==> src/rtl/seq_mem_pkg.sv <==
// Shared definitions for the sequential memory blocks: recorder state encoding
// and index-width helpers also used by the sequential ROM reader.
package seq_mem_pkg;

  typedef enum logic {
    ST_REC  = 1'b0,
    ST_DUMP = 1'b1
  } seq_state_t;

  // Width of an index that must be able to hold the value depth itself.
  function automatic int idx_width(input int depth);
    return $clog2(depth + 1);
  endfunction

  // Width of a plain memory address (0 .. depth-1), never below one bit.
  function automatic int addr_width(input int depth);
    return (depth <= 2) ? 1 : $clog2(depth);
  endfunction

endpackage

==> src/rtl/ram_1w1r.sv <==
// W x SIZE storage array: one synchronous write port, one asynchronous read port.
// Contents are never cleared; reads past the last entry return zero.
module ram_1w1r
  import seq_mem_pkg::*;
#(
  parameter int W    = 8,
  parameter int SIZE = 256,
  parameter int RAW  = addr_width(SIZE)
) (
  input  logic           clock,
  input  logic           we,
  input  logic [RAW-1:0] waddr,
  input  logic [W-1:0]   wdata,
  input  logic [RAW-1:0] raddr,
  output logic [W-1:0]   rdata
);

  logic [W-1:0] mem [SIZE];

  always_ff @(posedge clock) begin
    if (we) begin
      mem[waddr] <= wdata;
    end
  end

  assign rdata = (32'(raddr) < SIZE) ? mem[raddr] : '0;

endmodule

==> src/rtl/seq_recorder.sv <==
// Capture buffer: records a word stream (REC) and replays it over a req/valid
// sequential-read handshake (DUMP). Define SEQ_RECORDER_WRAP_EN for ring mode.
module seq_recorder
  import seq_mem_pkg::*;
#(
  parameter  int W    = 8,
  parameter  int SIZE = 256,
  localparam int AW   = idx_width(SIZE)
) (
  input  logic          clock,
  input  logic          reset,
  input  logic          in_valid,
  input  logic [W-1:0]  in_data,
  output logic          in_ready,
  input  logic          dump,
  input  logic          req,
  output logic          valid,
  output logic [W-1:0]  out,
  output logic [AW-1:0] count,
  output logic          busy
);

  localparam int            RAW    = addr_width(SIZE);
  localparam logic [AW-1:0] SIZE_I = AW'(SIZE);
  localparam logic [AW-1:0] ONE    = AW'(1);

  seq_state_t    state, state_nx;
  logic [AW-1:0] wr, rd, wr_nx;
  logic [RAW-1:0] waddr, raddr;
  logic          we, take, start, finish;

  always_comb begin
    state_nx = state;
    case (state)
      ST_REC:  if (dump) state_nx = ST_DUMP;
      ST_DUMP: if (!valid) state_nx = ST_REC;
      default: state_nx = ST_REC;
    endcase
  end

  assign we     = in_valid & in_ready;
  assign take   = req & valid;
  assign start  = (state == ST_REC) & dump;
  assign finish = (state == ST_DUMP) & ~valid;
  assign busy   = (state == ST_DUMP);

`ifdef SEQ_RECORDER_WRAP_EN
  logic [AW-1:0] base, cnt, raddr_w;
  logic [AW:0]   rsum;

  function automatic logic [AW-1:0] bump(input logic [AW-1:0] idx);
    return (idx == SIZE_I - ONE) ? '0 : idx + ONE;
  endfunction

  assign in_ready = (state == ST_REC);
  assign valid    = (state == ST_DUMP) && (rd < cnt);
  assign count    = cnt;
  assign wr_nx    = bump(wr);
  assign waddr    = wr[RAW-1:0];

  // Playback starts at the oldest word and wraps around the ring.
  assign rsum    = {1'b0, base} + {1'b0, rd};
  assign raddr_w = (rsum >= {1'b0, SIZE_I}) ? AW'(rsum - {1'b0, SIZE_I}) : rsum[AW-1:0];
  assign raddr   = raddr_w[RAW-1:0];

  always_ff @(posedge clock) begin
    if (reset) begin
      base <= '0;
      cnt  <= '0;
    end else if (finish) begin
      base <= '0;
      cnt  <= '0;
    end else if (we) begin
      if (cnt == SIZE_I) begin
        base <= bump(base);
      end else begin
        cnt <= cnt + ONE;
      end
    end
  end
`else
  assign in_ready = (state == ST_REC) && (wr < SIZE_I);
  assign valid    = (state == ST_DUMP) && (rd < wr);
  assign count    = wr;
  assign wr_nx    = wr + ONE;
  assign waddr    = wr[RAW-1:0];
  assign raddr    = rd[RAW-1:0];
`endif

  always_ff @(posedge clock) begin
    if (reset) begin
      state <= ST_REC;
      wr    <= '0;
      rd    <= '0;
    end else begin
      state <= state_nx;
      if (start) begin
        rd <= '0;
      end else if (take) begin
        rd <= rd + ONE;
      end
      if (finish) begin
        wr <= '0;
      end else if (we) begin
        wr <= wr_nx;
      end
    end
  end

  ram_1w1r #(
    .W    (W),
    .SIZE (SIZE),
    .RAW  (RAW)
  ) u_ram (
    .clock (clock),
    .we    (we),
    .waddr (waddr),
    .wdata (in_data),
    .raddr (raddr),
    .rdata (out)
  );

endmodule

==> config.mk <==
export PLATFORM = sky130hd
export DESIGN_NAME = seq_recorder
export DESIGN_NICKNAME = d
export VERILOG_FILES = /design/src/rtl/seq_mem_pkg.sv /design/src/rtl/ram_1w1r.sv /design/src/rtl/seq_recorder.sv
export SDC_FILE = /design/constraint.sdc
export NUM_CORES = 2
export LEC_CHECK = 0
export ABC_AREA = 1
export ABC_CLOCK_PERIOD_IN_PS = 3800
export BUFFER_PORTS_ARGS = -buffer_cell sky130_fd_sc_hd__buf_2
export CAP_MARGIN = 25
export CORE_ASPECT_RATIO = 0.6
export CORE_MARGIN = 2
export CORE_UTILIZATION = 45
export CTS_CLUSTER_SIZE = 24
export DETAILED_ROUTE_END_ITERATION = 7
export SYNTH_ARGS = -nofsm -noshare
export SYNTH_HDL_FRONTEND = slang
export SYNTH_SLANG_ARGS = --single-unit
==> constraint.sdc <==
create_clock -name clock -period 3.8 [get_ports clock]
set_input_delay 0.38 -clock clock [delete_from_list [all_inputs] [get_ports clock]]
set_output_delay 0.38 -clock clock [all_outputs]
set_load 0.01 [all_outputs]
==> run_results.csv <==
group,metric,value,unit
timing,worst_pin_slew,1.136,ns
flow_run,maxCapViolations,0,
cells_and_area,drive_above_1_share,11.77,%
critical_path,path_common_cell,"nand3_1",
clock_network,clk_latency,0.85,ns
critical_path,start_kind,"flop",
floorplan,die_width,563.2,um
critical_path,crit_fanout,12,
place,placed_area,88800,um^2
timing,setup_viol_count_final,1,
grt,grt_max_degree,106,
route,drtAntennaViolNets,0,
floorplan,rows,123,
pwr,p_leak,34.14,nW
cells_and_area,syn_to_final_growth,16.18,%
timing,post-route-min-period,3.824,ns
synthesis,synth_compound_area_share,0.1704,%
synthesis,yosysSeqAreaShare,73.49,%
clock_network,cts.sinks,2075,
timing,rsz0062_at_grt,"true",
route,wirelength,263500,um
clock_network,cts_tree,"done",
place,numPortBuffers,32,
cells_and_area,final_cell_mix,"2,117 x nand2_1, 2,048 x edfxtp_1, 1,872 x nand3_1",
timing,fin_ws,-0.02413,ns
route,avgRoutedWirePerCell,26.51,um
critical_path,crit_path_cell_trace,"buf_12 -> buf_16 -> buf_4 -> nand3_1 -> nand3_1 -> nand3_1 -> nand3_2 -> nand3_2 -> nand3_4 -> nand2_4 -> nand2_1 -> nand2_2 -> buf_2",
timing,finalCritPeriodShare,100.6,%
pwr,sw_frac_of_total,20.93,%
pwr,ir_worst_vdd,391.5,uV
timing,fin_skew,0.05035,ns
critical_path,r2r_start,"count[1]",
route,drt_iter0_markers,9446,
grt,antenna_found_initial,15,
synthesis,syn_area,84420,um^2
pwr,p_int,0.03630,W
route,drcViolationCount,0,
clock_network,cts_made_buffers,195,
grt,gr-usage-met2,36.23,%
floorplan,die_y,339.5,um
critical_path,cp.required,3.42,ns
hold_path,min_from,"in_data[1]",
critical_path,reg2reg_to,"u_ram.mem[51][6]",
synthesis,yosysWarnings,0,
route,vias,58524,
run_status,violations,"negative hold slack, negative setup slack",
timing,hold-worst-slack,-0.005817,ns
clock_network,cts_buffer_depth,4,
run_status,status,"complete, but fails checks",
critical_path,cp.arrival,3.44,ns
timing,timing.slew.headroom,24.11,%
grt,overflow,0,
floorplan,coreArea,186800,um^2
grt,grtUsageTotal,26.71,%
critical_path,cp-end-kind,"primary output",
place,hpwl,148000,um
timing,slew_viol_final,0,
grt,met1_usage,42.12,%
timing,fmax,261.5,MHz
pwr,power_frac_seq,54.8,%
critical_path,slowest_delay,0.45,ns
cells_and_area,final_area,98080,um^2
route,dr.pass1.iters,6,
cells_and_area,final_common_cell,"nand2_1",
pwr,switching_power,0.009610,W
place,gp_congestion,0.8696,
critical_path,cpMaxStageDelayCell,"dfxtp_4",
synthesis,yosysUniqueCellTypes,25,
clock_network,clk_pin_slew,0.06,ns
grt,grt_pass1_wl,376400,um
clock_network,htree_levels,4,
hold_path,worstHoldEndpoint,"u_ram.mem[155][1]",
critical_path,cp.depth,13,
timing,finalHoldViolations,3,
critical_path,worst-path-buf-inv,4,
critical_path,worst_r2r_path_depth,6,
floorplan,die_area,191200,um^2
pwr,combPwrFrac,3.2,%
route,vias_per_cell,5.888,
critical_path,critPathKind,"reg -> out",
pwr,clock_power_share,42.1,%
synthesis,synth-simple-area-share,22.95,%
critical_path,path_delay_family,"simple AND/OR/NAND/NOR gates",
pwr,p_per_area,468.0,nW/um^2
hold_path,hold_path_class,"in -> reg",
synthesis,synthAdderAreaFrac,0.1927,%
grt,grt_pass1_vias,53319,
floorplan,start_util,45.19,%
hold_path,min_path_cells,1,
synthesis,syn_nets,7173,
synthesis,synthXorXnorAreaFrac,0.1141,%
grt,use_met3,7.510,%
clock_network,root_buffer,"clkbuf_16",
grt,grt_busiest_layer,"met1",
synthesis,ys_ff_latch,2075,
synthesis,postSynthCellCount,7147,
synthesis,avgSynthCellArea,11.81,um^2
synthesis,muxShareOfSynthArea,0,%
critical_path,r2r_slack,0.35,ns
synthesis,synth_top_family_by_area,"simple AND/OR/NAND/NOR gates",
floorplan,boundaryPins,33,
cells_and_area,nets,7317,
-- power groups by stage --
stage / Clock, W / Sequential, W / Combinational (W)
after floorplan: 0 / 0.0256 / 0.000472
final: 0.0193 / 0.0251 / 0.00146
after detailed placement: 0 / 0.0256 / 0.00128
after global placement: 0 / 0.0256 / 0.00126
after CTS: 0.0194 / 0.0251 / 0.00140
after global routing: 0.0203 / 0.0251 / 0.00155
-- kinds of logic (layout without fill, tap and decap cells) --
| family | count (synthesis) | count (layout) |
|---|---|---|
| AND/OR/NAND/NOR | 4484 | 4484 |
| flip-flops | 2075 | 2075 |
| buffers and inverters | 537 | 824 |
| AO/OA/AOI/OAI | 27 | 27 |
| adder cells (fa/ha/maj) | 13 | 13 |
| XOR/XNOR | 11 | 11 |
| other | 0 | 5 |
-- worst max-delay path by stage --
| stage | from | end | slack, ns |
|---|---|---|---|
| 6_report | flop | out[1] | -0.02 |
| 5_1_grt | flop | out[1] | -0.04 |
| 4_1_cts | flop | out[1] | -0.04 |
| 3_5_place_dp | flop | out[5] | 0.13 |
| 3_3_place_gp | flop | out[5] | 0.14 |
| 2_1_floorplan | count[8] | u_ram.mem[127][0] | 1.46 |
-- flip-flops by register name (all words and copies together) (netlist names), named ones only --
| signal | count |
|---|---|
| rd | 9 |
| busy | 1 |
| u_ram.mem | 2048 |
| count | 9 |
-- routing by layer --
layer | share of wire, % | routed length, um
met1 | 43 | 113500
met4 | 1.9 | 5127
met2 | 41 | 108600
met5 | 0.014 | 36
met3 | 14 | 36180
-- layout make-up --
class	instances	area, um^2
Antenna cell	5	12.51
Clock buffer	242	5150
Clock inverter	98	932.1
Fill cell	15855	88750
Inverter	52	237.7
Multi-Input combinational cell	4535	20830
Sequential cell	2075	62060
Tap cell	2500	3128
Timing Repair Buffer	428	5675
Timing Repair inverter	4	60.06
-- through the flow --
| step | total power, W | instances | setup WS [ns] | utilization (%) | TNS (ns) |
|---|---|---|---|---|---|
| global route | 0.04702 | 9934 | -0.04490 | 52.49 | -0.2167 |
| CTS | 0.04596 | 9914 | -0.04241 | 51.85 | -0.2324 |
| detailed placement | 0.02692 | 9512 | 0.1269 | 47.53 | 0 |
| finish | 0.04591 | 9939 | -0.02413 | 52.50 | -0.02413 |
| floorplan | 0.02612 | 7147 | 1.459 | - | 0 |
| global placement | 0.02690 | 9512 | 0.1416 | 47.53 | 0 |
-- timing repair --
item / CTS / global route
setup buffers: 26 / 7
hold buffers: 6 / 0
setup endpoints to repair: 8 / 8
gates resized for setup: 157 / 167
hold endpoints to repair: 32 / 0
gates cloned: 30 / 13
pin swaps: 11 / 32
-- synth_stat cells, drive strengths merged --
library cell	count	area share (%)
a21oi	22	0.13
clkbuf	122	0.54
edfxtp	2048	73
nand3	2019	12
buf	363	2.3
o211ai	1	0.0089
nand4	1	0.0074
nand2	2156	9.6
xor2	11	0.11
o21ai	2	0.012
nor2	302	1.3
o2111ai	1	0.010
nor3	5	0.030
dfxtp	27	0.64
a21o	1	0.0089
nor4	1	0.0074
ha	13	0.19
inv	52	0.23
No activity file was read; power rests on OpenSTA's default activity.
